$ cat src/rtl/conv_input_interface_if.sv
// Controller/memory-facing bundle of the conv input interface.
// slave is the block itself; master is the controller plus image memory.
interface conv_input_interface_if #(
  parameter int DATA_WIDTH  = 8,
  parameter int KERNEL_SIZE = 3,
  parameter int ADDR_WIDTH  = 6
);
  logic [1:0]                                      input_interface_cmd;
  logic [1:0]                                      input_interface_ack;
  logic                                            mem_rd_en;
  logic [ADDR_WIDTH-1:0]                           mem_addr;
  logic [DATA_WIDTH-1:0]                           mem_rd_data;
  logic [KERNEL_SIZE*KERNEL_SIZE*DATA_WIDTH-1:0]   window_out;
  logic                                            busy;

  modport slave (
    input  input_interface_cmd, mem_rd_data,
    output input_interface_ack, mem_rd_en, mem_addr, window_out, busy
  );

  modport master (
    output input_interface_cmd, mem_rd_data,
    input  input_interface_ack, mem_rd_en, mem_addr, window_out, busy
  );
endinterface

$ cat src/rtl/conv_input_interface.sv
// K-row line buffer fed from image memory; serves KxK windows to the conv layer
// on SHIFT, refills rows on PRELOAD / LOAD.
module conv_input_interface #(
  parameter int DATA_WIDTH  = 8,
  parameter int IMG_WIDTH   = 8,
  parameter int IMG_HEIGHT  = 8,
  parameter int KERNEL_SIZE = 3,
  parameter int ADDR_WIDTH  = 6
) (
  input  logic                    clk,
  input  logic                    rst_n,
  conv_input_interface_if.slave   bus
);
  localparam int K   = KERNEL_SIZE;
  localparam int W   = IMG_WIDTH;
  localparam int H   = IMG_HEIGHT;
  localparam int CPW = (W > 1) ? $clog2(W) : 1;
  localparam int RW  = (K > 1) ? $clog2(K) : 1;
  localparam int NRW = $clog2(H + 1);
  localparam int CNW = $clog2(K * W + 1);

  localparam logic [1:0] CMD_PRELOAD = 2'd1, CMD_SHIFT = 2'd2, CMD_LOAD = 2'd3;
  localparam logic [1:0] ACK_IDLE = 2'd0, ACK_PRELOAD_FIN = 2'd1,
                         ACK_SHIFT_FIN = 2'd2, ACK_LOAD_FIN = 2'd3;

  typedef enum logic [1:0] {S_IDLE, S_PRELOAD_RD, S_LOAD_RD, S_SHIFT} state_e;

  state_e                              state_q, state_d;
  logic [K-1:0][W-1:0][DATA_WIDTH-1:0] lb_q;
  logic [K*K-1:0][DATA_WIDTH-1:0]      win_q;
  logic [CPW-1:0]                      col_ptr_q, wr_col_q;
  logic [RW-1:0]                       wr_row_q;
  logic [NRW-1:0]                      next_row_q;
  logic [CNW-1:0]                      iss_left_q;
  logic                                iss_q, pend_q, zfill_q, rd_en_q;
  logic [ADDR_WIDTH-1:0]               addr_q;
  logic [1:0]                          ack_q;
  logic                                last_wr;
  logic [DATA_WIDTH-1:0]               wr_data;

  assign bus.input_interface_ack = ack_q;
  assign bus.mem_rd_en           = rd_en_q;
  assign bus.mem_addr            = addr_q;
  assign bus.window_out          = win_q;
  assign bus.busy                = (state_q != S_IDLE);

  // Both fill commands finish on the last column of the bottom row.
  assign last_wr = pend_q && (wr_row_q == RW'(K - 1)) && (wr_col_q == CPW'(W - 1));
  assign wr_data = zfill_q ? '0 : bus.mem_rd_data;

  always_comb begin
    state_d = state_q;
    case (state_q)
      S_IDLE: begin
        case (bus.input_interface_cmd)
          CMD_PRELOAD: state_d = S_PRELOAD_RD;
          CMD_SHIFT:   state_d = S_SHIFT;
          CMD_LOAD:    state_d = S_LOAD_RD;
          default:     state_d = S_IDLE;
        endcase
      end
      // Stay busy through the ack cycle so a command there is ignored.
      S_PRELOAD_RD, S_LOAD_RD: if (ack_q != ACK_IDLE) state_d = S_IDLE;
      S_SHIFT:                 state_d = S_IDLE;
      default:                 state_d = S_IDLE;
    endcase
  end

  always_ff @(posedge clk or negedge rst_n) begin
    if (!rst_n) state_q <= S_IDLE;
    else        state_q <= state_d;
  end

  always_ff @(posedge clk or negedge rst_n) begin
    if (!rst_n) begin
      lb_q       <= '0;
      win_q      <= '0;
      col_ptr_q  <= '0;
      wr_col_q   <= '0;
      wr_row_q   <= '0;
      next_row_q <= '0;
      iss_left_q <= '0;
      iss_q      <= 1'b0;
      pend_q     <= 1'b0;
      zfill_q    <= 1'b0;
      rd_en_q    <= 1'b0;
      addr_q     <= '0;
      ack_q      <= ACK_IDLE;
    end else begin
      ack_q  <= ACK_IDLE;
      pend_q <= iss_q;

      // Issue side: iss_q paces the fill even when a zero row suppresses reads.
      if (iss_q) begin
        iss_left_q <= iss_left_q - CNW'(1);
        if (iss_left_q == CNW'(1)) begin
          iss_q   <= 1'b0;
          rd_en_q <= 1'b0;
        end else if (rd_en_q) begin
          addr_q <= addr_q + ADDR_WIDTH'(1);
        end
      end

      // Write side: data lands one cycle after its strobe.
      if (pend_q) begin
        lb_q[wr_row_q][wr_col_q] <= wr_data;
        if (last_wr) begin
          ack_q <= (state_q == S_PRELOAD_RD) ? ACK_PRELOAD_FIN : ACK_LOAD_FIN;
        end else if (wr_col_q == CPW'(W - 1)) begin
          wr_col_q <= '0;
          wr_row_q <= wr_row_q + RW'(1);
        end else begin
          wr_col_q <= wr_col_q + CPW'(1);
        end
      end

      if (state_q == S_IDLE) begin
        case (bus.input_interface_cmd)
          CMD_PRELOAD: begin
            iss_q      <= 1'b1;
            rd_en_q    <= 1'b1;
            zfill_q    <= 1'b0;
            iss_left_q <= CNW'(K * W);
            addr_q     <= '0;
            wr_row_q   <= '0;
            wr_col_q   <= '0;
            col_ptr_q  <= '0;
            next_row_q <= NRW'(K);
          end
          CMD_LOAD: begin
            for (int r = 0; r < K - 1; r++) lb_q[r] <= lb_q[r+1];
            iss_q      <= 1'b1;
            iss_left_q <= CNW'(W);
            wr_row_q   <= RW'(K - 1);
            wr_col_q   <= '0;
            col_ptr_q  <= '0;
            if (next_row_q == NRW'(H)) begin
              zfill_q <= 1'b1;
              rd_en_q <= 1'b0;
            end else begin
              zfill_q    <= 1'b0;
              rd_en_q    <= 1'b1;
              addr_q     <= ADDR_WIDTH'(next_row_q) * ADDR_WIDTH'(W);
              next_row_q <= next_row_q + NRW'(1);
            end
          end
          CMD_SHIFT: begin
            for (int r = 0; r < K; r++)
              for (int c = 0; c < K; c++)
                win_q[r*K+c] <= lb_q[r][col_ptr_q + CPW'(c)];
            ack_q     <= ACK_SHIFT_FIN;
            col_ptr_q <= (col_ptr_q == CPW'(W - K)) ? '0 : col_ptr_q + CPW'(1);
          end
          default: ;
        endcase
      end
    end
  end
endmodule
$ cat src/flat_wrapper.sv
// flat-port wrapper written by rule: the top's interface ports become plain ports
module conv_input_interface_flat 
#(
  parameter int DATA_WIDTH  = 8,
  parameter int IMG_WIDTH   = 8,
  parameter int IMG_HEIGHT  = 8,
  parameter int KERNEL_SIZE = 3,
  parameter int ADDR_WIDTH  = 6
)
  (clk, rst_n, bus_input_interface_cmd, bus_mem_rd_data, bus_input_interface_ack, bus_mem_rd_en, bus_mem_addr, bus_window_out, bus_busy);
  conv_input_interface_if #(.DATA_WIDTH(DATA_WIDTH), .KERNEL_SIZE(KERNEL_SIZE), .ADDR_WIDTH(ADDR_WIDTH)) bus_i ();
  input  logic clk;
  input  logic rst_n;
  input wire logic [$bits(bus_i.input_interface_cmd)-1:0] bus_input_interface_cmd;
  input wire logic [$bits(bus_i.mem_rd_data)-1:0] bus_mem_rd_data;
  output wire logic [$bits(bus_i.input_interface_ack)-1:0] bus_input_interface_ack;
  output wire logic [$bits(bus_i.mem_rd_en)-1:0] bus_mem_rd_en;
  output wire logic [$bits(bus_i.mem_addr)-1:0] bus_mem_addr;
  output wire logic [$bits(bus_i.window_out)-1:0] bus_window_out;
  output wire logic [$bits(bus_i.busy)-1:0] bus_busy;
  assign bus_i.input_interface_cmd = bus_input_interface_cmd;
  assign bus_i.mem_rd_data = bus_mem_rd_data;
  assign bus_input_interface_ack = bus_i.input_interface_ack;
  assign bus_mem_rd_en = bus_i.mem_rd_en;
  assign bus_mem_addr = bus_i.mem_addr;
  assign bus_window_out = bus_i.window_out;
  assign bus_busy = bus_i.busy;
  conv_input_interface #(.DATA_WIDTH(DATA_WIDTH), .IMG_WIDTH(IMG_WIDTH), .IMG_HEIGHT(IMG_HEIGHT), .KERNEL_SIZE(KERNEL_SIZE), .ADDR_WIDTH(ADDR_WIDTH)) u_core (.clk(clk), .rst_n(rst_n), .bus(bus_i));
endmodule
$ cat config.mk
export PLATFORM = sky130hd
export DESIGN_NAME = conv_input_interface_flat
export DESIGN_NICKNAME = d
export VERILOG_FILES = /design/src/rtl/conv_input_interface_if.sv /design/src/rtl/conv_input_interface.sv /design/src/flat_wrapper.sv
export SDC_FILE = /design/constraint.sdc
export NUM_CORES = 1
export LEC_CHECK = 0
export CORE_ASPECT_RATIO = 1.4
export CORE_MARGIN = 1.5
export CORE_UTILIZATION = 25
export DETAILED_ROUTE_END_ITERATION = 8
export PLACE_DENSITY = 0.45
export SLEW_MARGIN = 15
export SYNTH_ARGS = -nofsm -noshare
export SYNTH_HDL_FRONTEND = slang
export SYNTH_SLANG_ARGS = --single-unit
$ cat constraint.sdc
create_clock -name clk -period 5.2 [get_ports clk]
set_input_delay 0.78 -clock clk [delete_from_list [all_inputs] [get_ports clk]]
set_output_delay 0.78 -clock clk [all_outputs]
set_load 0.005 [all_outputs]
==> flow_metrics.env, run 1 <==
export IMPL_leakagePower_nw=7.79
export IMPL_p_sw_mw=5.08
export IMPL_clock_power_share_pct=19.7
export IMPL_status="finished, final reports clean"
export IMPL_cap_viol_max_count=0
export IMPL_grt_pass1_vias=12600
export IMPL_synthCells=1585
export IMPL_end_kind="flop"
export IMPL_io_pins=94
export IMPL_start_util_pct=25.3
export IMPL_sequentialPowerShare_pct=36.1
export IMPL_antenna_cells=0
export IMPL_yosys_warnings=0
export IMPL_hold_viol_final=0
export IMPL_p_int_mw=7.29
export IMPL_clk_latency_ns=0.52
export IMPL_rsz0062_at_grt="false"
export IMPL_worst_setup_path_type="reg -> reg"
export IMPL_core_um2=64300
export IMPL_placedCellCount=2411
export IMPL_relSlewSlack_pct=32.4
export IMPL_max_slew_worst_pin_slew_ns=1.01
export IMPL_finalCritPeriodShare_pct=59.9
export IMPL_fillCellCount=6664
export IMPL_htreeDepth=2
export IMPL_post_cts_buffers=0
export IMPL_start_kind="flop"
export IMPL_combPwrFrac_pct=44.2
export IMPL_dp_hpwl_um=38700
export IMPL_cp_arrival_ns=3.47
export IMPL_ys_seq_elements=295
export IMPL_gp_congestion=0.798
export IMPL_detail_route_wirelength_um=56200
export IMPL_fmax_mhz=321
export IMPL_grt_usage_pct=17.0
export IMPL_async_reset_ff_share_pct=100
export IMPL_r2r_start="u_core.col_ptr_q[0]"
export IMPL_placed_cell_area_um2=18000
export IMPL_synth_edf_count=0
export IMPL_via_per_inst=4.97
export IMPL_regToRegEndpoint="u_core.bus.window_out[49]"
export IMPL_worst_hold_path_type="in -> async"
export IMPL_drt_initial_drc_count=827
export IMPL_worst_r2r_setup_slack_ns=2.08
export IMPL_grt_start_max_net_pins=117
export IMPL_cts_tree="built"
export IMPL_design_area_um2=19100
export IMPL_syn_to_final_growth_pct=17.5
export IMPL_final_nets=1637
export IMPL_num_vias=12300
export IMPL_p_total_mw=12.4
export IMPL_hold_slack_ns=0.299
export IMPL_drt_first_pass_iters=7
export IMPL_path_max_fanout=38
export IMPL_fin_cells=2470
export IMPL_port_buffers=93
export IMPL_synth_avg_cell_area_um2=10.2
export IMPL_yosysUniqueCellTypes=45
export IMPL_post_route_min_period_ns=3.12
export IMPL_yosysSeqAreaShare_pct=45.5
export IMPL_vdd_drop_max_mv=0.243
export IMPL_worstRegToRegCells=6
export IMPL_die_h_um=305
export IMPL_synth_ff_type="dfrtp_1"
export IMPL_wl_per_cell_um=22.7
export IMPL_die_w_um=218
export IMPL_rows=110
export IMPL_drt_antenna_violating_nets=0
export IMPL_grt_pass1_wl_um=85600
export IMPL_cts_repair_resized=0
export IMPL_cts_buffers=34
export IMPL_overflow=0
export IMPL_drive_gt1_share_pct=15.8
export IMPL_die_area_um2=66500
export IMPL_drc=0
export IMPL_syn_nets=1615
export IMPL_cts_max_path_buffers=3
export IMPL_fin_tns_setup_ns=0
export IMPL_clock_skew_ns=0.0165
export IMPL_powerDensity_nw_per_um2=649
export IMPL_cts_sinks=295
export IMPL_drv_slew=0
export IMPL_cts_root_buf="clkbuf_16"
export IMPL_cp_required_ns=5.56
export IMPL_clkSlewWorstSetupHoldPaths_ns=0.06
export IMPL_finalSetupViolations=0
export IMPL_syn_area_um2=16200
export IMPL_cts_hold_fix_buffers=0
export IMPL_p_sw_share_pct=41.0
export IMPL_antenna_found_initial=0
## worst max path at each step
stage                               startpoint                           endpoint  slack [ns]  cells after the start
floorplan           bus_input_interface_cmd[0]  u_core.bus.input_interface_ack[1]        3.03                      7
global placement    bus_input_interface_cmd[0]                  u_core.state_q[1]        2.10                      7
detailed placement  bus_input_interface_cmd[0]                  u_core.state_q[1]        2.06                      7
CTS                        u_core.col_ptr_q[0]          u_core.bus.window_out[49]        2.06                      6
global route               u_core.col_ptr_q[0]          u_core.bus.window_out[49]        1.93                      6
finish                     u_core.col_ptr_q[0]          u_core.bus.window_out[49]        2.08                      6
## cells by family (layout without fill, tap and decap cells)
family	after synthesis	count (layout)	share of synthesized area, %
muxes	385	385	25.0
DFF	295	295	45.5
buffers and inverters	145	190	3.77
AOI/OAI and AO/OA	374	374	14.0
adders and majority gates	18	18	1.39
and+or+nand+nor	356	356	9.78
xor gates and xnor gates	12	12	0.647
## placed cells by master, fill, tap and decap left out, types with 15 or more instances in the layout
cell type	n
nor2_1	16
nand2_1	267
ha_1	17
o21ai_0	160
mux2i_1	225
clkdlybuf4s50_1	92
o21ai_1	26
o22ai_1	49
inv_1	17
o31ai_1	24
a22oi_1	96
mux2_2	152
clkbuf_16	34
dfrtp_1	294
buf_4	15
## sequential cells by signal (all words and copies together), names as in the netlist
register	cells
u_core.lb_q	192
u_core.bus.window_out	72
u_core.bus.mem_addr	6
u_core.iss_left_q	5
u_core.next_row_q	4
u_core.col_ptr_q	3
u_core.wr_col_q	3
u_core.bus.input_interface_ack	2
u_core.state_q	2
u_core.wr_row_q	2
u_core.bus.mem_rd_en	1
u_core.iss_q	1
u_core.pend_q	1
u_core.zfill_q	1
## Yosys cell counts (2+ instances only)
| cell | number | area [um^2] |
|---|---|---|
| a21o_1 | 2 | 15.0 |
| a21oi_1 | 7 | 35.0 |
| a22o_1 | 2 | 17.5 |
| a22oi_1 | 96 | 721 |
| and2_1 | 3 | 18.8 |
| buf_1 | 6 | 22.5 |
| buf_2 | 51 | 255 |
| clkbuf_1 | 70 | 263 |
| dfrtp_1 | 295 | 7380 |
| ha_1 | 18 | 225 |
| inv_1 | 17 | 63.8 |
| mux2_1 | 8 | 90.1 |
| mux2_2 | 152 | 1710 |
| mux2i_1 | 225 | 2250 |
| nand2_1 | 269 | 1010 |
| nand2b_1 | 6 | 37.5 |
| nand3_1 | 7 | 35.0 |
| nand3_2 | 2 | 20.0 |
| nand3b_1 | 3 | 22.5 |
| nand3b_2 | 2 | 22.5 |
| nor2_1 | 17 | 63.8 |
| nor2_2 | 6 | 37.5 |
| nor2_4 | 12 | 135 |
| nor2b_1 | 10 | 62.6 |
| nor3_1 | 5 | 25.0 |
| nor3b_1 | 2 | 15.0 |
| nor4_1 | 3 | 18.8 |
| o21ai_0 | 160 | 801 |
| o21ai_1 | 26 | 130 |
| o22ai_1 | 49 | 307 |
| o31ai_1 | 24 | 180 |
| o41ai_1 | 2 | 17.5 |
| or3_1 | 6 | 37.5 |
| xnor2_1 | 10 | 87.6 |
| xor2_1 | 2 | 17.5 |
## per-layer routing
layer / vias up / routed length (um) / GRT usage, %
li1: 5754 / - / -
met3: 81 / 2210 / 2.02
met2: 299 / 27500 / 28.8
met5: - / 0 / 0
met1: 6149 / 24400 / 21.8
met4: 0 / 2130 / 6.59
## area by class of cell
type | instances | area (um^2) | area share, %
flip-flops and latches | 295 | 7390 | 38.7
well taps | 840 | 1050 | 5.51
multi-input cells | 1145 | 8300 | 43.5
inverters | 17 | 63.8 | 0.334
clock inverters | 10 | 139 | 0.728
repair buffers | 114 | 1170 | 6.13
clock buffers | 49 | 967 | 5.07
## per-stage QoR
| step | util, % | setup WS, ns |
|---|---|---|
| 3_5_place_dp | 28.0 | 2.06 |
| 2_1_floorplan | - | 3.03 |
| 6_report | 29.7 | 2.08 |
| 3_3_place_gp | 28.0 | 2.10 |
| 4_1_cts | 29.7 | 2.06 |
| 5_1_grt | 29.7 | 1.93 |
## power by group through the flow
stage / clock network, mW / registers (mW) / logic (mW)
after floorplan: 0 / 3.96 / 3.74
after global placement: 0 / 4.47 / 5.44
after detailed placement: 0 / 4.48 / 5.52
after CTS: 2.52 / 4.46 / 5.54
after global routing: 2.61 / 4.61 / 6.00
final: 2.44 / 4.47 / 5.46
## worst max-delay path, cell delays in order (launching register included)
cell and delay (ns):
dfrtp_4 0.84, buf_4 0.59, buf_4 0.66, mux2i_1 0.43, a22oi_1 0.14, nand2_1 0.16
o21ai_0 0.09
(Power assumes the default switching activity.)
==> run 2, diff against run 1 <==
- PLACE_DENSITY: 0.45 -> 0.46
- clock period: 5.2 -> 2.53 ns (I/O delays scaled with it)
==> run 2 against run 1 <==
Effect of this change:
- worst setup slack lost 1.9 ns
- global-route usage shrank 0.50 points
- first-iteration DRC count shrank 6.5%
- power grew 110%
- combinational power grew 110%
- largest power group unchanged
- final area grew 1.7%
- core utilization grew 0.52 points
- routed wire length shrank 2.9%
- flip-flop and latch count is the same
- critical path depth shrank 2
- count of clock-buffer cells in the layout shrank 5
- sequential power grew 100%
- critical endpoint is now bus_busy
==> flow_metrics.env, run 2 (synthesis gave the netlist of run 1 again) <==
export IMPL_fin_tns_setup_ns=0
export IMPL_num_vias=12200
export IMPL_clk_latency_ns=0.60
export IMPL_cts_max_path_buffers=3
export IMPL_die_area_um2=66500
export IMPL_worstSetupStartpoint="u_core.state_q[1]"
export IMPL_end_kind="output port"
export IMPL_overflow=0
export IMPL_path_max_fanout=12
export IMPL_drv_slew=0
export IMPL_place_worst_setup_slack_ns=0.179
export IMPL_antenna_found_initial=0
export IMPL_cts_sinks=295
export IMPL_cp_required_ns=2.15
export IMPL_post_cts_buffers=0
export IMPL_antenna_cells=0
export IMPL_cp_arrival_ns=1.97
export IMPL_drt_antenna_violating_nets=0
export IMPL_grt_start_max_net_pins=77
export IMPL_rsz0062_at_grt="false"
export IMPL_htreeDepth=1
export IMPL_detail_route_wirelength_um=54600
export IMPL_core_um2=64300
export IMPL_io_pins=94
export IMPL_gp_congestion=0.780
export IMPL_die_h_um=305
export IMPL_grt_pass1_vias=12700
export IMPL_post_route_min_period_ns=2.35
export IMPL_r2r_start="u_core.col_ptr_q[1]"
export IMPL_grt_pass1_wl_um=83600
export IMPL_status="finished, final reports clean"
export IMPL_powerDensity_nw_per_um2=1310
export IMPL_cts_root_buf="clkbuf_16"
export IMPL_leakagePower_nw=7.99
export IMPL_drive_gt1_share_pct=17.6
export IMPL_dp_hpwl_um=39100
export IMPL_largest_reg_flops=192
export IMPL_wl_per_cell_um=21.8
export IMPL_grt_usage_pct=16.5
export IMPL_finalCritPeriodShare_pct=92.9
export IMPL_finalSetupViolations=0
export IMPL_cts_tree="built"
export IMPL_fmax_mhz=425
export IMPL_final_nets=1671
export IMPL_drc=0
export IMPL_worst_setup_path_type="reg -> out"
export IMPL_via_per_inst=4.87
export IMPL_die_w_um=218
export IMPL_start_util_pct=25.3
export IMPL_clock_skew_ns=0.0231
export IMPL_port_buffers=93
export IMPL_drt_initial_drc_count=773
export IMPL_rows=110
export IMPL_placedCellCount=2447
export IMPL_syn_to_final_growth_pct=19.5
export IMPL_final_common_cell="dfrtp_1"
export IMPL_start_kind="flop"
export IMPL_setup_slack_ns=0.179
export IMPL_fin_cells=2503
export IMPL_worst_hold_path_type="in -> async"
export IMPL_regMostFlops="u_core.lb_q"
export IMPL_layout_common_cells="dfrtp_1, nand2_1, mux2i_1"
export IMPL_drt_first_pass_iters=5
export IMPL_cap_viol_max_count=0
export IMPL_hold_viol_final=0
export IMPL_relSlewSlack_pct=51.7
export IMPL_cts_buffers=31
export IMPL_vdd_drop_max_mv=0.619
export IMPL_hold_slack_ns=0.299
export IMPL_clkSlewWorstSetupHoldPaths_ns=0.07
export IMPL_max_slew_worst_pin_slew_ns=0.722
==> run 2: critical path, stage by stage, from the launching register on <==
cell and delay (ns):
dfrtp_1 0.38, inv_1 0.09, ha_2 0.34, inv_1 0.13, clkdlybuf4s50_1 0.46
==> run 2: path summary, 6_finish.rpt <==
path                       slack [ns]  depth (start not counted)                         to
max                              0.18                          4                   bus_busy
min                              0.30                          2           u_core.lb_q[136]
max reg2reg                      0.32                          6  u_core.bus.window_out[12]
min reg2reg                      0.47                          2  u_core.bus.window_out[47]
max in group asynchronous        1.43                          3  u_core.bus.window_out[40]
min in group clk                 0.47                          2  u_core.bus.window_out[47]
==> run 2: power breakdown <==
part | switching [mW] | total, mW | internal, mW
logic | 6.11 | 11.6 | 5.51
clock network | 1.99 | 4.76 | 2.77
registers | 2.23 | 9.02 | 6.79
==> run 2: what timing repair did <==
| item | CTS | global route |
|---|---|---|
| endpoints found under the setup margin | 1 | 0 |
| endpoints found under the hold margin | 43 | 0 |
| hold buffers | 1 | 0 |
| resized for setup | 1 | 0 |
==> run 2: per-layer routing <==
layer	vias to the layer above	track usage, %	part of all wire, %
met5	-	0	0
met4	0	6.17	3.6
met3	78	1.76	3.0
met2	253	28.6	50
met1	6066	20.8	44
li1	5787	-	-
==> run 2: through the flow <==
stage	total power [mW]	utilization, %	cell area [um^2]
6_report	25.4	30.2	19400
5_1_grt	27.2	30.2	19400
4_1_cts	25.7	30.2	19400
3_5_place_dp	20.8	28.6	18400
3_3_place_gp	20.6	28.6	18400
2_1_floorplan	15.8	-	16200
==> run 2: cell type report <==
type	instances	area (um^2)
clock buffer	44	905
clock inverter	11	134
inverter	17	63.8
multi-input combinational	1145	8300
tap	840	1050
timing repair buffer	151	1570
sequential	295	7390
fill	6593	44900
==> run 3, diff against run 2 <==
- CAP_MARGIN: unset -> 20
==> results of run 3 <==
The final DEF is identical to that of run 2; final timing and power are the same.
